===== config.mk =====
export PLATFORM = sky130hd
export DESIGN_NAME = boss_hit_gate
export DESIGN_NICKNAME = d
export VERILOG_FILES = /design/src/rtl/boss_pkg.sv /design/src/rtl/edge_rise_det.sv /design/src/rtl/boss_hit_gate.sv
export SDC_FILE = /design/constraint.sdc
export NUM_CORES = 1
export LEC_CHECK = 0
export CORE_AREA = 5 5 42 44
export DETAILED_ROUTE_END_ITERATION = 12
export DIE_AREA = 0 0 47 49
export GPL_TIMING_DRIVEN = 0
export SYNTH_ARGS = -nofsm -noshare
export SYNTH_HDL_FRONTEND = slang
export SYNTH_SLANG_ARGS = --single-unit

===== constraint.sdc =====
create_clock -name clk -period 1.1 [get_ports clk]
set_input_delay 0.165 -clock clk [delete_from_list [all_inputs] [get_ports clk]]
set_output_delay 0.165 -clock clk [all_outputs]
set_load 0.01 [all_outputs]

===== src/rtl/boss_pkg.sv =====
// Shared types and defaults for the boss hit gate: FSM states, i-frame defaults
// and the hit-acceptance helper.
package boss_pkg;

    typedef enum logic [1:0] {
        READY    = 2'd0,
        HIT      = 2'd1,
        COOLDOWN = 2'd2
    } boss_hit_state_t;

    localparam int BOSS_IFRAME_FRAMES = 30;
    localparam int BOSS_IFRAME_CNT_W  = 6;

    // Damage may only land during live play, on a living boss, outside a restart pulse.
    function automatic logic hit_gate_open(input logic [1:0] phase,
                                           input logic [6:0] hp,
                                           input logic       start);
        return (phase == 2'd1) && (hp != 7'd0) && !start;
    endfunction

endpackage


===== src/rtl/edge_rise_det.sv =====
// Single-bit rising-edge detector with a configurable reset value for the
// delayed copy, so a level already high at reset release can be masked.
module edge_rise_det #(
    parameter logic RST_VAL = 1'b0
) (
    input  logic clk,
    input  logic rst_n,
    input  logic sig_i,
    output logic rise
);

    logic sig_q;

    // Delayed copy of the input level.
    always_ff @(posedge clk or negedge rst_n) begin
        if (!rst_n) begin
            sig_q <= RST_VAL;
        end else begin
            sig_q <= sig_i;
        end
    end

    assign rise = sig_i & ~sig_q;

endmodule


===== src/rtl/boss_hit_gate.sv =====
// Turns level collision flags into single-cycle damage pulses with a frame-based
// invulnerability window; the window exists only when BOSS_HIT_IFRAME_EN is defined.
module boss_hit_gate
    import boss_pkg::*;
#(
    parameter int IFRAME_FRAMES = BOSS_IFRAME_FRAMES,
    parameter int CNT_W         = BOSS_IFRAME_CNT_W
) (
    input  logic       clk,
    input  logic       rst_n,
    input  logic       game_start,
    input  logic [1:0] game_active,
    input  logic       vsync,
    input  logic [6:0] boss_hp,
    input  logic       projectile_contact,
    input  logic       melee_contact,
    output logic       projectile_hit,
    output logic       melee_hit,
    output logic       boss_invuln
);

    logic proj_edge_s;
    logic melee_edge_s;
    logic tick_s;
    logic any_edge_s;
    logic gate_open_s;

    logic proj_hit_d,  proj_hit_q;
    logic melee_hit_d, melee_hit_q;
    logic invuln_d,    invuln_q;

    // Contacts reset high so a contact held through reset release is not a hit.
    edge_rise_det #(.RST_VAL(1'b1)) u_proj_edge (
        .clk   (clk),
        .rst_n (rst_n),
        .sig_i (projectile_contact),
        .rise  (proj_edge_s)
    );

    edge_rise_det #(.RST_VAL(1'b1)) u_melee_edge (
        .clk   (clk),
        .rst_n (rst_n),
        .sig_i (melee_contact),
        .rise  (melee_edge_s)
    );

    edge_rise_det #(.RST_VAL(1'b0)) u_vsync_edge (
        .clk   (clk),
        .rst_n (rst_n),
        .sig_i (vsync),
        .rise  (tick_s)
    );

    assign any_edge_s  = proj_edge_s | melee_edge_s;
    assign gate_open_s = hit_gate_open(game_active, boss_hp, game_start);

`ifdef BOSS_HIT_IFRAME_EN
    localparam logic [CNT_W-1:0] IFRAME_LOAD = CNT_W'(IFRAME_FRAMES);
    localparam logic [CNT_W-1:0] CNT_ONE     = CNT_W'(1);
    localparam logic [CNT_W-1:0] CNT_ZERO    = {CNT_W{1'b0}};

    boss_hit_state_t   state_d, state_q;
    logic [CNT_W-1:0]  cnt_d,   cnt_q;
    logic              abort_s;

    assign abort_s = game_start | (game_active != 2'd1);

    // Next-state, frame countdown and pulse selection.
    always_comb begin
        state_d     = state_q;
        cnt_d       = cnt_q;
        proj_hit_d  = 1'b0;
        melee_hit_d = 1'b0;
        if (abort_s) begin
            state_d = READY;
            cnt_d   = CNT_ZERO;
        end else begin
            case (state_q)
                READY: begin
                    if (gate_open_s && any_edge_s) begin
                        state_d     = HIT;
                        cnt_d       = IFRAME_LOAD;
                        melee_hit_d = melee_edge_s;
                        proj_hit_d  = proj_edge_s & ~melee_edge_s;
                    end else begin
                        state_d = READY;
                    end
                end
                HIT, COOLDOWN: begin
                    // A tick in the accept cycle never reaches here, so counting
                    // starts with the first tick seen in HIT.
                    if (tick_s) begin
                        if (cnt_q == CNT_ONE) begin
                            state_d = READY;
                            cnt_d   = CNT_ZERO;
                        end else begin
                            state_d = COOLDOWN;
                            cnt_d   = cnt_q - CNT_ONE;
                        end
                    end else begin
                        state_d = COOLDOWN;
                    end
                end
                default: begin
                    state_d = READY;
                    cnt_d   = CNT_ZERO;
                end
            endcase
        end
        invuln_d = (state_d != READY);
    end

    // FSM state and frame counter.
    always_ff @(posedge clk or negedge rst_n) begin
        if (!rst_n) begin
            state_q <= READY;
            cnt_q   <= CNT_ZERO;
        end else begin
            state_q <= state_d;
            cnt_q   <= cnt_d;
        end
    end
`else
    logic unused_cfg_s;

    assign unused_cfg_s = ^{tick_s, IFRAME_FRAMES[0], CNT_W[0]};

    // Always READY: every accepted edge pulses, melee first.
    always_comb begin
        melee_hit_d = gate_open_s & melee_edge_s;
        proj_hit_d  = gate_open_s & proj_edge_s & ~melee_edge_s;
        invuln_d    = 1'b0;
    end
`endif

    // Registered outputs.
    always_ff @(posedge clk or negedge rst_n) begin
        if (!rst_n) begin
            proj_hit_q  <= 1'b0;
            melee_hit_q <= 1'b0;
            invuln_q    <= 1'b0;
        end else begin
            proj_hit_q  <= proj_hit_d;
            melee_hit_q <= melee_hit_d;
            invuln_q    <= invuln_d;
        end
    end

    assign projectile_hit = proj_hit_q;
    assign melee_hit      = melee_hit_q;
    assign boss_invuln    = invuln_q;

endmodule


==> metrics <==
pin count of the biggest net entering global routing=5; DP Wirelength=approximately 390 µm; Worst Path Class, Setup=register to primary output; Setup Slack @ Placement=-0.451 ns; placer congestion estimate=slightly above 0.6; vias per cell=3.35; Clock Tree Root=clkbuf_4; status=finished clean; FP Rows=14; Layout Nets=48; cell area after synthesis=roughly 170 µm²; drt initial violations=0; Post-Syn Instances=13; R2R depth=3; Setup Buffers After CTS=0; Vias=around 160; Max-Cap Viols=0; Mapped Nets=28; RSZ-0062 raised after global routing=no; Syn-to-layout area delta=120%; IO buf count=15; Remaining DRCs=0; total I/O pin count=18; Mean Syn Cell Area=12.8 µm²; slowest stage delay, CP=0.35 ns; Initial Util=0.119; worst reg2reg endpoint=projectile_hit; peak supply drop=around 570 µV; CTS tree=yes; post-route ant nets=0; R2R Setup Slk=~0.27 ns; Layout Skew=0.0111 ns; GRT overflow=0; ratio of cells with drive above 1 in the final layout=0.375; final hold vios=0; Seq cells post-synth=4; Worst Path Buf+Inv=1; post-synthesis sequential area ratio=0.617; first-pass GRT wire length=800 µm; leakage=0.000156 µW; FF-to-FF Start=u_melee_edge.sig_q; Pre-antenna DRT Iters=1; initial antenna violation count=0; number of cells on the critical path=1; min Tclk post-route=1.03 ns; DIE HEIGHT=roughly 50 µm; Fmax=0.967 GHz; final setup margin=0.0658 ns; Final period util=0.940; Clock transition at path regs=0.05 ns; Crit. End Element=primary output; die extent in x=47 µm; Core ar.=~1400 µm²; family with the most delay on the worst path=flip-flops; Yosys cell types=10; HP Class=input pin to asynchronous set/reset pin; GRT Resource Usage Total=0.0550; final slew viol count=0; PwrDens=1160 nW/µm²; startpoint class of the critical path=register; number of diodes=0; drt total wl=486 µm; TritonCTS buffer count=3; commonest cells after routing, fill and taps aside=clkdlybuf4s50_1, clkbuf_4, buf_2; H-tree depth=1; vias in the first global route=between 150 and 200; Sink Count=4; Worst-Skew Late Latency=around 0.24 ns; WHS=approximately 0.13 ns; endpoints failing setup=0; WP data arrival=0.87 ns; drt wl/cell=approximately 10 µm; crit-path max FO=1; clock tree buffer depth=2; Crit-path slowest cell=dfrtp_1; most common cell after layout, fill and taps aside=clkdlybuf4s50_1; synth warn=0; Worst EP required=0.94 ns; die area=2300 µm²; CP Cell Sequence=dlygate4sd2_1
-- kinds of logic (layout without fill, tap and decap cells) --
group / after synthesis / in the layout / synth area share
other: 1 / 1 / 0.0225
buffers and inverters: 1 / 20 / 0.0451
DFF: 4 / 4 / 0.617
AOI/OAI and AO/OA: 1 / 1 / 0.0978
and+or+nand+nor: 6 / 6 / 0.218
-- cell type report --
cell class | count | area [µm²]
Fill cell | 164 | 1040
Tap cell | 16 | 20.0
Timing Repair Buffer | 15 | 133
Multi-Input combinational cell | 8 | 76.3
Clock buffer | 4 | 26.3
Sequential cell | 4 | 103
Buffer | 1 | 7.51
-- stage by stage --
step / util / cells / TNS [ns] / instance area (µm²) / total power, µW
2_1_floorplan: - / 13 / 0 / 170 / 171
3_3_place_gp: 0.243 / 44 / -0.906 / 340 / 225
3_5_place_dp: 0.243 / 44 / -0.900 / 340 / 225
4_1_cts: 0.257 / 48 / 0 / 360 / 433
5_1_grt: 0.261 / 48 / 0 / 365 / 451
6_report: 0.261 / 48 / 0 / 365 / 423
-- worst register-to-register path, cell delays in order, from the launching register on --
cell	delay, ns
dfstp_2	0.50
nand2b_1	0.11
nand3b_1	0.07
nor2_1	0.10
-- flip-flops by register name, indices dropped and copies added, names as in the netlist --
signal,count
melee_hit,1
projectile_hit,1
u_melee_edge.sig_q,1
u_proj_edge.sig_q,1
-- how the worst max path moves through the flow --
| stage | start | endpoint | slack [ns] |
|---|---|---|---|
| final | melee_hit | melee_hit | 0.07 |
| after global routing | boss_hp[2] | projectile_hit | 0.03 |
| after CTS | boss_hp[2] | projectile_hit | 0.01 |
| after detailed placement | boss_hp[1] | projectile_hit | -0.45 |
| after global placement | boss_hp[1] | melee_hit | -0.45 |
| after floorplan | boss_hp[1] | melee_hit | 0.005 |
-- cell usage after synthesis --
cell type,number,share of area
dfrtp_1,2,0.30
dfstp_2,2,0.32
nor2_1,2,0.045
buf_4,1,0.045
conb_1,1,0.023
nand2b_1,1,0.038
nand3b_1,1,0.045
nor3b_1,1,0.045
o41ai_2,1,0.098
or4_1,1,0.045
-- per-layer routing --
| metal | vias up | share of wire | track usage |
|---|---|---|---|
| li1 | 80 | - | - |
| met4 | 0 | 0 | 0.0415 |
| met1 | 64 | 0.48 | 0.0530 |
| met3 | 0 | 0.23 | 0.0701 |
| met2 | 17 | 0.29 | 0.0588 |
| met5 | - | 0 | 0 |
-- report_power, final --
group          switching [µW]  internal (µW)
clock                    65.8            136
combinational            19.8           44.9
sequential              0.973            155
-- what timing repair did --
item / CTS / global route
pin swaps: 4 / 1
gates resized for setup: 14 / 1
hold endpoints to repair: 0 / 0
hold buffers: 0 / 0
endpoints found under the setup margin: 4 / 2
Note: power is estimated with default switching activity, not from simulation.
